==> src/rtl/riscv_alu_pkg.sv <==
// Shared RV32I ALU definitions: datapath width, ALUSel opcodes and requester ids
// used by the ALU sharing block and its arbiter.
package riscv_alu_pkg;

  localparam int XLEN  = 32;
  localparam int SEL_W = 4;

  localparam logic [3:0] ALU_ADD  = 4'b0000;
  localparam logic [3:0] ALU_SUB  = 4'b0001;
  localparam logic [3:0] ALU_SLL  = 4'b0010;
  localparam logic [3:0] ALU_SLT  = 4'b0011;
  localparam logic [3:0] ALU_SLTU = 4'b0100;
  localparam logic [3:0] ALU_XOR  = 4'b0101;
  localparam logic [3:0] ALU_SRL  = 4'b0110;
  localparam logic [3:0] ALU_SRA  = 4'b0111;
  localparam logic [3:0] ALU_OR   = 4'b1000;
  localparam logic [3:0] ALU_AND  = 4'b1001;
  localparam logic [3:0] ALU_JALR = 4'b1010;
  localparam logic [3:0] ALU_LUI  = 4'b1011;

  localparam logic REQ0 = 1'b0;
  localparam logic REQ1 = 1'b1;

endpackage

==> src/rtl/rr_arb2.sv <==
// Two-way round-robin arbiter. The pointer remembers the last granted requester
// and only moves when a grant is actually issued.
module rr_arb2 (
  input  logic       clk,
  input  logic       reset,
  input  logic [1:0] req,
  output logic [1:0] gnt
);
  import riscv_alu_pkg::*;

  logic last_q;
  logic last_d;

  always_comb begin
    gnt = req;
    // On contention the requester that did not win last time goes first.
    if (&req) begin
      gnt = (last_q == REQ1) ? 2'b01 : 2'b10;
    end
    last_d = (|gnt) ? gnt[1] : last_q;
  end

  always_ff @(posedge clk) begin
    if (reset) begin
      last_q <= REQ1;
    end else begin
      last_q <= last_d;
    end
  end

endmodule

==> src/rtl/alu_share_arbiter.sv <==
// Shares one external combinational ALU between two valid/ready requesters:
// grant, register operands, drive the ALU for one cycle, park result per requester.
module alu_share_arbiter #(
  parameter int XLEN  = riscv_alu_pkg::XLEN,
  parameter int SEL_W = riscv_alu_pkg::SEL_W
) (
  input  logic             clk,
  input  logic             reset,
  input  logic             req0_valid,
  output logic             req0_ready,
  input  logic [XLEN-1:0]  req0_a,
  input  logic [XLEN-1:0]  req0_b,
  input  logic [SEL_W-1:0] req0_sel,
  output logic             rsp0_valid,
  input  logic             rsp0_ready,
  output logic [XLEN-1:0]  rsp0_data,
  input  logic             req1_valid,
  output logic             req1_ready,
  input  logic [XLEN-1:0]  req1_a,
  input  logic [XLEN-1:0]  req1_b,
  input  logic [SEL_W-1:0] req1_sel,
  output logic             rsp1_valid,
  input  logic             rsp1_ready,
  output logic [XLEN-1:0]  rsp1_data,
  output logic [XLEN-1:0]  alu_a,
  output logic [XLEN-1:0]  alu_b,
  output logic [SEL_W-1:0] alu_sel,
  input  logic [XLEN-1:0]  alu_result
);
  import riscv_alu_pkg::*;

  logic [1:0]       req_valid;
  logic [1:0]       rsp_ready;
  logic [XLEN-1:0]  req_a   [2];
  logic [XLEN-1:0]  req_b   [2];
  logic [SEL_W-1:0] req_sel [2];
  logic [1:0]       elig;
  logic [1:0]       gnt;
  logic [1:0]       issue_hit;
  logic             gid;

  logic             issue_vld_q, issue_vld_d;
  logic             issue_id_q,  issue_id_d;
  logic [XLEN-1:0]  issue_a_q,   issue_a_d;
  logic [XLEN-1:0]  issue_b_q,   issue_b_d;
  logic [SEL_W-1:0] issue_sel_q, issue_sel_d;
  logic [1:0]       rsp_valid_q, rsp_valid_d;
  logic [XLEN-1:0]  rsp_data_q  [2];
  logic [XLEN-1:0]  rsp_data_d  [2];

  assign req_valid  = {req1_valid, req0_valid};
  assign rsp_ready  = {rsp1_ready, rsp0_ready};
  assign req_a[0]   = req0_a;
  assign req_a[1]   = req1_a;
  assign req_b[0]   = req0_b;
  assign req_b[1]   = req1_b;
  assign req_sel[0] = req0_sel;
  assign req_sel[1] = req1_sel;

  assign issue_hit = {issue_vld_q & issue_id_q, issue_vld_q & ~issue_id_q};

  // A requester with a parked or in-flight result stays out of arbitration,
  // so one stalled consumer never holds the ALU away from the other.
  for (genvar gi = 0; gi < 2; gi++) begin : g_elig
    assign elig[gi] = req_valid[gi] & ~rsp_valid_q[gi] & ~issue_hit[gi] & ~reset;
  end

  rr_arb2 u_arb (
    .clk   (clk),
    .reset (reset),
    .req   (elig),
    .gnt   (gnt)
  );

  assign gid = gnt[1];

  always_comb begin
    issue_vld_d = |gnt;
    issue_id_d  = issue_id_q;
    issue_a_d   = issue_a_q;
    issue_b_d   = issue_b_q;
    issue_sel_d = issue_sel_q;
    if (|gnt) begin
      issue_id_d  = gid ? REQ1 : REQ0;
      issue_a_d   = req_a[gid];
      issue_b_d   = req_b[gid];
      issue_sel_d = req_sel[gid];
    end
    for (int i = 0; i < 2; i++) begin
      rsp_valid_d[i] = rsp_valid_q[i] & ~rsp_ready[i];
      rsp_data_d[i]  = rsp_data_q[i];
      if (issue_hit[i]) begin
        rsp_valid_d[i] = 1'b1;
        rsp_data_d[i]  = alu_result;
      end
    end
  end

  always_ff @(posedge clk) begin
    if (reset) begin
      issue_vld_q <= 1'b0;
      issue_id_q  <= REQ0;
      issue_a_q   <= '0;
      issue_b_q   <= '0;
      issue_sel_q <= SEL_W'(ALU_ADD);
      rsp_valid_q <= '0;
      for (int i = 0; i < 2; i++) begin
        rsp_data_q[i] <= '0;
      end
    end else begin
      issue_vld_q <= issue_vld_d;
      issue_id_q  <= issue_id_d;
      issue_a_q   <= issue_a_d;
      issue_b_q   <= issue_b_d;
      issue_sel_q <= issue_sel_d;
      rsp_valid_q <= rsp_valid_d;
      for (int i = 0; i < 2; i++) begin
        rsp_data_q[i] <= rsp_data_d[i];
      end
    end
  end

  assign req0_ready = gnt[0];
  assign req1_ready = gnt[1];
  assign rsp0_valid = rsp_valid_q[0];
  assign rsp1_valid = rsp_valid_q[1];
  assign rsp0_data  = rsp_data_q[0];
  assign rsp1_data  = rsp_data_q[1];
  assign alu_a      = issue_a_q;
  assign alu_b      = issue_b_q;
  assign alu_sel    = issue_sel_q;

endmodule

==> config.mk <==
export PLATFORM = sky130hd
export DESIGN_NAME = alu_share_arbiter
export DESIGN_NICKNAME = d
export VERILOG_FILES = /design/src/rtl/riscv_alu_pkg.sv /design/src/rtl/rr_arb2.sv /design/src/rtl/alu_share_arbiter.sv
export SDC_FILE = /design/constraint.sdc
export NUM_CORES = 1
export LEC_CHECK = 0
export ABC_AREA = 0
export CAP_MARGIN = 30
export CORE_ASPECT_RATIO = 0.6
export CORE_MARGIN = 2
export CORE_UTILIZATION = 43
export CTS_BUF_LIST = sky130_fd_sc_hd__clkbuf_8
export DETAILED_ROUTE_END_ITERATION = 8
export GPL_TIMING_DRIVEN = 0
export PLACE_DENSITY_LB_ADDON = 0.2
export REMOVE_ABC_BUFFERS = 1
export SLEW_MARGIN = 20
export SYNTH_ARGS = -nofsm -noshare
export SYNTH_HDL_FRONTEND = slang
export SYNTH_HIERARCHICAL = 1
export SYNTH_SLANG_ARGS = --single-unit
==> constraint.sdc <==
create_clock -name clk -period 3.45 [get_ports clk]
set_clock_uncertainty 0.15 [all_clocks]
set_input_delay 0.5175 -clock clk [delete_from_list [all_inputs] [get_ports clk]]
set_output_delay 0.5175 -clock clk [all_outputs]
set_load 0.03 [all_outputs]
==> key figures, run 1 <==
Outcome
  – Status: finished, final reports clean

STA
  – Tightest Pin Transition: 0.768 ns
  – Unrepaired setup endpoints after global routing: no
  – Tmin final: 3.28 ns
  – Endpoints failing setup: 0
  – Slew margin rel.: 0.488
  – Slew Limit Fails: 0
  – Final Hold Fails: 0
  – Max Fclk: 305 MHz
  – Tcrit/Tclk final: 0.950
  – Hold WS: 0.307 ns

Clock tree
  – Max Buffers Root-to-Sink: 2
  – Cts hold-fix bufs: 0
  – Total clock sinks: 137
  – Clock root buffer: clkbuf_8
  – CTS tree: built
  – H-tree levels: 4
  – Clk_lat worst skew: 0.42 ns
  – Clock buffer count from CTS: 17
  – Clock-pin slew on the worst setup and hold paths: 0.08 ns

Synth
  – Multiplexer share of the synthesized area: 0.286
  – Largest family of logic cells by synthesized area: multiplexers
  – Area fraction in compound gates after synthesis: 0.0588
  – Cell variety after synth: 20
  – Warnings, synthesis: 6
  – Synth top area share: 0.461
  – Adder-Cell Fraction of Synth Area: 0
  – Post-synthesis sequential area ratio: 0.461
  – Post-Syn Area per Cell: 9.92 sq um
  – Post-synthesis simple-gate area fraction: 0.137
  – Area contributors post-synth: dfxtp_1, mux2_4, mux2i_1
  – Cells after Synth: 600
  – Area leader, netlist: dfxtp_1
  – Register bit total from synthesis: 137
  – Synth Cell Area: 0.00595 sq mm
  – Xor and xnor area share after synthesis: 0

Layout
  – Sequential Area: 0.00274 sq mm
  – N_diodes: 0
  – Area grow syn2layout: 61.9%
  – Multi-input logic area: 0.00292 sq mm
  – Most frequent cells in the layout: clkdlybuf4s50_1, dfxtp_1, nand2_1
  – Commonest non-fill, non-tap cell in the layout: clkdlybuf4s50_1
  – Final std cells w/o fill: 1080
  – # nets final: 1067
  – Fillcell total: 1020
  – Share of cells above drive strength 1: 0.133

Worst setup path
  – CP Class: input port to output pin
  – R2R depth: 10
  – CP max stage delay: 0.42 ns
  – Worst setup SP type: input port
  – Crit path cell chain: buf_6, buf_16, nor4b_4, and2_4, buf_16, buf_12, clkbuf_2
  – Most frequent cell on the critical path: buf_16
  – WP data arrival: 2.61 ns
  – Max FO, Critical Path: 80
  – WP data required: 2.78 ns
  – Critical path endpoint category: output pin
  – CP max-delay cell: nor4b_4

Min path
  – Hold depth: 2
  – Worst hold path type: flop to flop

Global route
  – GRT Overall Usage: 0.237
  – Vias in the first global route: 5379
  – Final global-route overflow total: 0
  – Initial antenna violation count: 0
  – Largest net degree at the start of global routing: 81
  – First-pass GRT wire length: 27400 microns

Floorplanning
  – Die height: 95.1 microns
  – Die Area: 0.0148 sq mm
  – FP Rows: 33
  – # IOs: 310
  – Die Wd: 156 microns
  – Core footprint: 0.0136 sq mm
  – Initial Utilization: 0.438

Pwr
  – Tot Pwr: 4140 uW
  – Leakage power: 0.00364 uW
  – Maximum VDD drop: 0.221 mV
  – Pwr/cell area: 430 mW/mm^2

Routing
  – Vias: 5289
  – Routed wire length: 18100 microns
  – Residual DRC: 0
  – Drt pass-1 iters: 4
  – Initial DRC Count: 230
  – WL per Instance: 16.7 microns
  – Routed Antenna Nets: 0
  – Mean number of vias per cell: 4.90

Placed design
  – Dpl cells: 1047
  – Routability cong.: 0.775
  – Port bufs: 309
  – Half-perimeter wire length after placement: 13300 microns

Run
  – Max Cap Viol: 0
-- sequential cells by signal (all words and copies together) (netlist names) --
name and cells:
u_arb/last_q 1, alu_a 32, issue_vld_q 1, issue_id_q 1, alu_sel 4, alu_b 32
rsp_data_q 64, rsp_valid_q 2
-- critical path, delay by kind of cell --
| kind | cells | cell delay [ns] |
|---|---|---|
| buf+inv | 5 | 1.29 |
| simple gates | 2 | 0.72 |
-- metrics by stage --
| stage | area (sq um) | worst slack [ns] | utilization | setup TNS (ns) |
|---|---|---|---|---|
| after floorplan | 5620 | -7.74 | - | -548.25 |
| after global placement | 8930 | -14.93 | 0.657 | -1095.54 |
| after detailed placement | 9200 | -0.673 | 0.677 | -2.20 |
| after CTS | 9640 | 0.0118 | 0.710 | 0 |
| after global routing | 9640 | 0.0422 | 0.710 | 0 |
| final | 9640 | 0.172 | 0.710 | 0 |
-- logic make-up after synthesis --
kind of cell,after synthesis
AND/OR/NAND/NOR,210
flip-flops,137
multiplexers,136
AO/OA/AOI/OAI,69
buffers and inverters,48
-- area by class of cell --
type	count	share of cell area
Clock buffer	17	0.0243
Clock inverter	14	0.0178
Inverter	2	0.000779
Multi-Input combinational cell	415	0.303
Sequential cell	137	0.285
Tap cell	175	0.0227
Timing Repair Buffer	320	0.347
-- repair_timing --
action | CTS | global route
setup buffers | 2 | 0
resized for setup | 6 | 2
cloned | 0 | 0
setup endpoints to repair | 2 | 2
-- where the power goes --
part | leakage (uW) | internal [uW] | switching [uW]
clock network | 0.000199 | 716 | 653
logic | 0.00233 | 576 | 472
registers | 0.00112 | 1670 | 51.5
-- worst paths after layout --
| kind | startpoint | end | slack [ns] |
|---|---|---|---|
| setup / recovery | reset | req1_ready | 0.17 |
| hold / removal | rsp_data_q[0][38] | rsp_data_q[0][38] | 0.31 |
| setup reg to reg | issue_id_q | alu_b[8] | 0.67 |
| hold reg to reg | rsp_data_q[0][38] | rsp_data_q[0][38] | 0.31 |
-- metal layers --
layer	up-vias	routed length, microns	global-route usage
li1	2571	-	-
met1	2476	7320	0.266
met2	197	8900	0.416
met3	45	1250	0.0691
met4	0	620	0.125
met5	-	0	0
-- cell usage after synthesis --
library cell  instances
a21boi_0              1
a21o_1                1
a21oi_1              67
and2_1                2
buf_1                 1
buf_12                7
buf_2                15
buf_4                 6
buf_6                 1
clkbuf_1             16
dfxtp_1             137
inv_1                 2
mux2_4               68
mux2i_1              68
nand2_1             130
nand2b_1              3
nor2_1               71
nor2b_1               1
nor4b_1               2
or2_1                 1
No activity file was read; power rests on OpenSTA's default activity.
==> inputs of run 2 (changes only) <==
--- a/config.mk
+++ b/config.mk
@@ -7,9 +7,8 @@
 export LEC_CHECK = 0
 export ABC_AREA = 0
 export CAP_MARGIN = 30
-export CORE_ASPECT_RATIO = 0.6
 export CORE_MARGIN = 2
-export CORE_UTILIZATION = 43
+export CORE_UTILIZATION = 44
 export CTS_BUF_LIST = sky130_fd_sc_hd__clkbuf_8
 export DETAILED_ROUTE_END_ITERATION = 8
 export GPL_TIMING_DRIVEN = 0
==> key figures, run 2 (synthesized netlist as in run 1, its figures left out) <==
STA
  – Max Fclk: 303 MHz
  – Hold WS: 0.273 ns
  – Final Hold Fails: 0
  – Tmin final: 3.30 ns
  – Slew Limit Fails: 0
  – Unrepaired setup endpoints after global routing: no
  – Post-Route Setup TNS: 0 ns
  – Tightest Pin Transition: 0.735 ns
  – Tcrit/Tclk final: 0.958
  – Slew margin rel.: 0.510
  – PnR worst setup slack: 0.145 ns
  – Endpoints failing setup: 0

Routing
  – Detailed route wirelength on metal3: 1800 microns
  – Routed wl met2: 9340 microns
  – Routed Antenna Nets: 0
  – Met1 wire length: 7330 microns
  – Max Used Layer: met5
  – Routed wire length: 19000 microns
  – Vias: 5334
  – WL per Instance: 17.6 microns
  – Residual DRC: 0
  – Drt pass-1 iters: 6
  – Mean number of vias per cell: 4.93
  – Initial DRC Count: 245

Layout
  – # nets final: 1067
  – Biggest register: rsp_data_q
  – Area grow syn2layout: 62.5%
  – Design area: 0.00967 sq mm
  – Largest register FFs: 64
  – Most frequent cells in the layout: clkdlybuf4s50_1, dfxtp_1, nand2_1
  – Share of cells above drive strength 1: 0.133
  – Commonest non-fill, non-tap cell in the layout: clkdlybuf4s50_1

Floorplanning
  – Die Area: 0.0145 sq mm
  – Core footprint: 0.0132 sq mm
  – FP Rows: 42
  – Die Wd: 120 microns
  – Die height: 120 microns
  – # IOs: 310
  – Initial Utilization: 0.450

Placed design
  – Port bufs: 309
  – Routability cong.: 0.778
  – Pre-CTS setup slack: -0.928 ns
  – Area after DPL: 0.00919 sq mm
  – Half-perimeter wire length after placement: 13900 microns

Worst setup path
  – CP Class: flop to output pin
  – Critical path endpoint category: output pin
  – WP data arrival: 2.64 ns
  – Worst setup SP type: flop
  – WP data required: 2.78 ns
  – Max FO, Critical Path: 26

Run
  – Max Cap Viol: 0

Outcome
  – Status: finished, final reports clean

Clock tree
  – Total clock sinks: 137
  – Clock-pin slew on the worst setup and hold paths: 0.07 ns
  – Clk_lat worst skew: 0.44 ns
  – CTS tree: built
  – Clock root buffer: clkbuf_8
  – H-tree levels: 4
  – Clock buffer count from CTS: 17
  – Max Buffers Root-to-Sink: 2

Global route
  – Vias in the first global route: 5410
  – Initial antenna violation count: 3
  – GRT Overall Usage: 0.255
  – Largest net degree at the start of global routing: 103
  – First-pass GRT wire length: 28800 microns
  – Final global-route overflow total: 0

Pwr
  – Maximum VDD drop: 0.270 mV
  – Pwr/cell area: 436 mW/mm^2
  – Leakage power: 0.00366 uW

Min path
  – Worst hold path type: input port to flop
run 2: critical path: stages (launching register included):
cell	delay, ns
dfxtp_1	0.35
nor2b_4	0.19
buf_16	0.18
nor4b_4	0.26
a21boi_4	0.28
buf_16	0.18
buf_8	0.17
buf_12	0.16
buf_16	0.20
buf_4	0.19
run 2: what timing repair did:
action / CTS / global route
setup endpoints to repair: 12 / 1
cloned: 0 / 0
hold buffers: 0 / 0
setup buffers: 1 / 1
gates resized for setup: 14 / 0
hold endpoints to repair: 0 / 0
run 2: worst paths after layout:
kind / startpoint / slack, ns / cells after the start / end
worst max register to register: issue_vld_q / 0.66 / 11 / alu_a[27]
worst min register to register: rsp_data_q[0][49] / 0.30 / 2 / rsp_data_q[0][49]
worst max-delay path: issue_vld_q / 0.15 / 9 / req0_ready
worst min-delay path: reset / 0.27 / 2 / alu_a[0]
run 2: metal layers:
metal,global-route usage,vias up
met4,0.119,2
li1,-,2571
met5,0,-
met1,0.279,2503
met2,0.431,218
met3,0.106,40
run 2: report_power, final:
| group | internal (uW) | switching, uW | total (uW) |
|---|---|---|---|
| clock | 844 | 595 | 1440 |
| sequential | 1680 | 51.2 | 1730 |
| combinational | 574 | 476 | 1050 |
run 2: final cells by class:
class                   instances  area (sq um)
fillers                       977          3570
repair buffers                320          3330
multi-input cells             415          2930
flip-flops and latches        137          2740
clock buffers                  24           330
well taps                     176           220
clock inverters                 7           113
inverters                       2          7.51
diodes                          2          5.00
run 2: through the flow:
stage	utilization	cells	power (uW)
after global placement	0.674	1039	2840
after CTS	0.731	1081	4250
after floorplan	-	554	2360
after detailed placement	0.694	1049	2810
final	0.730	1083	4220
after global routing	0.730	1083	4380
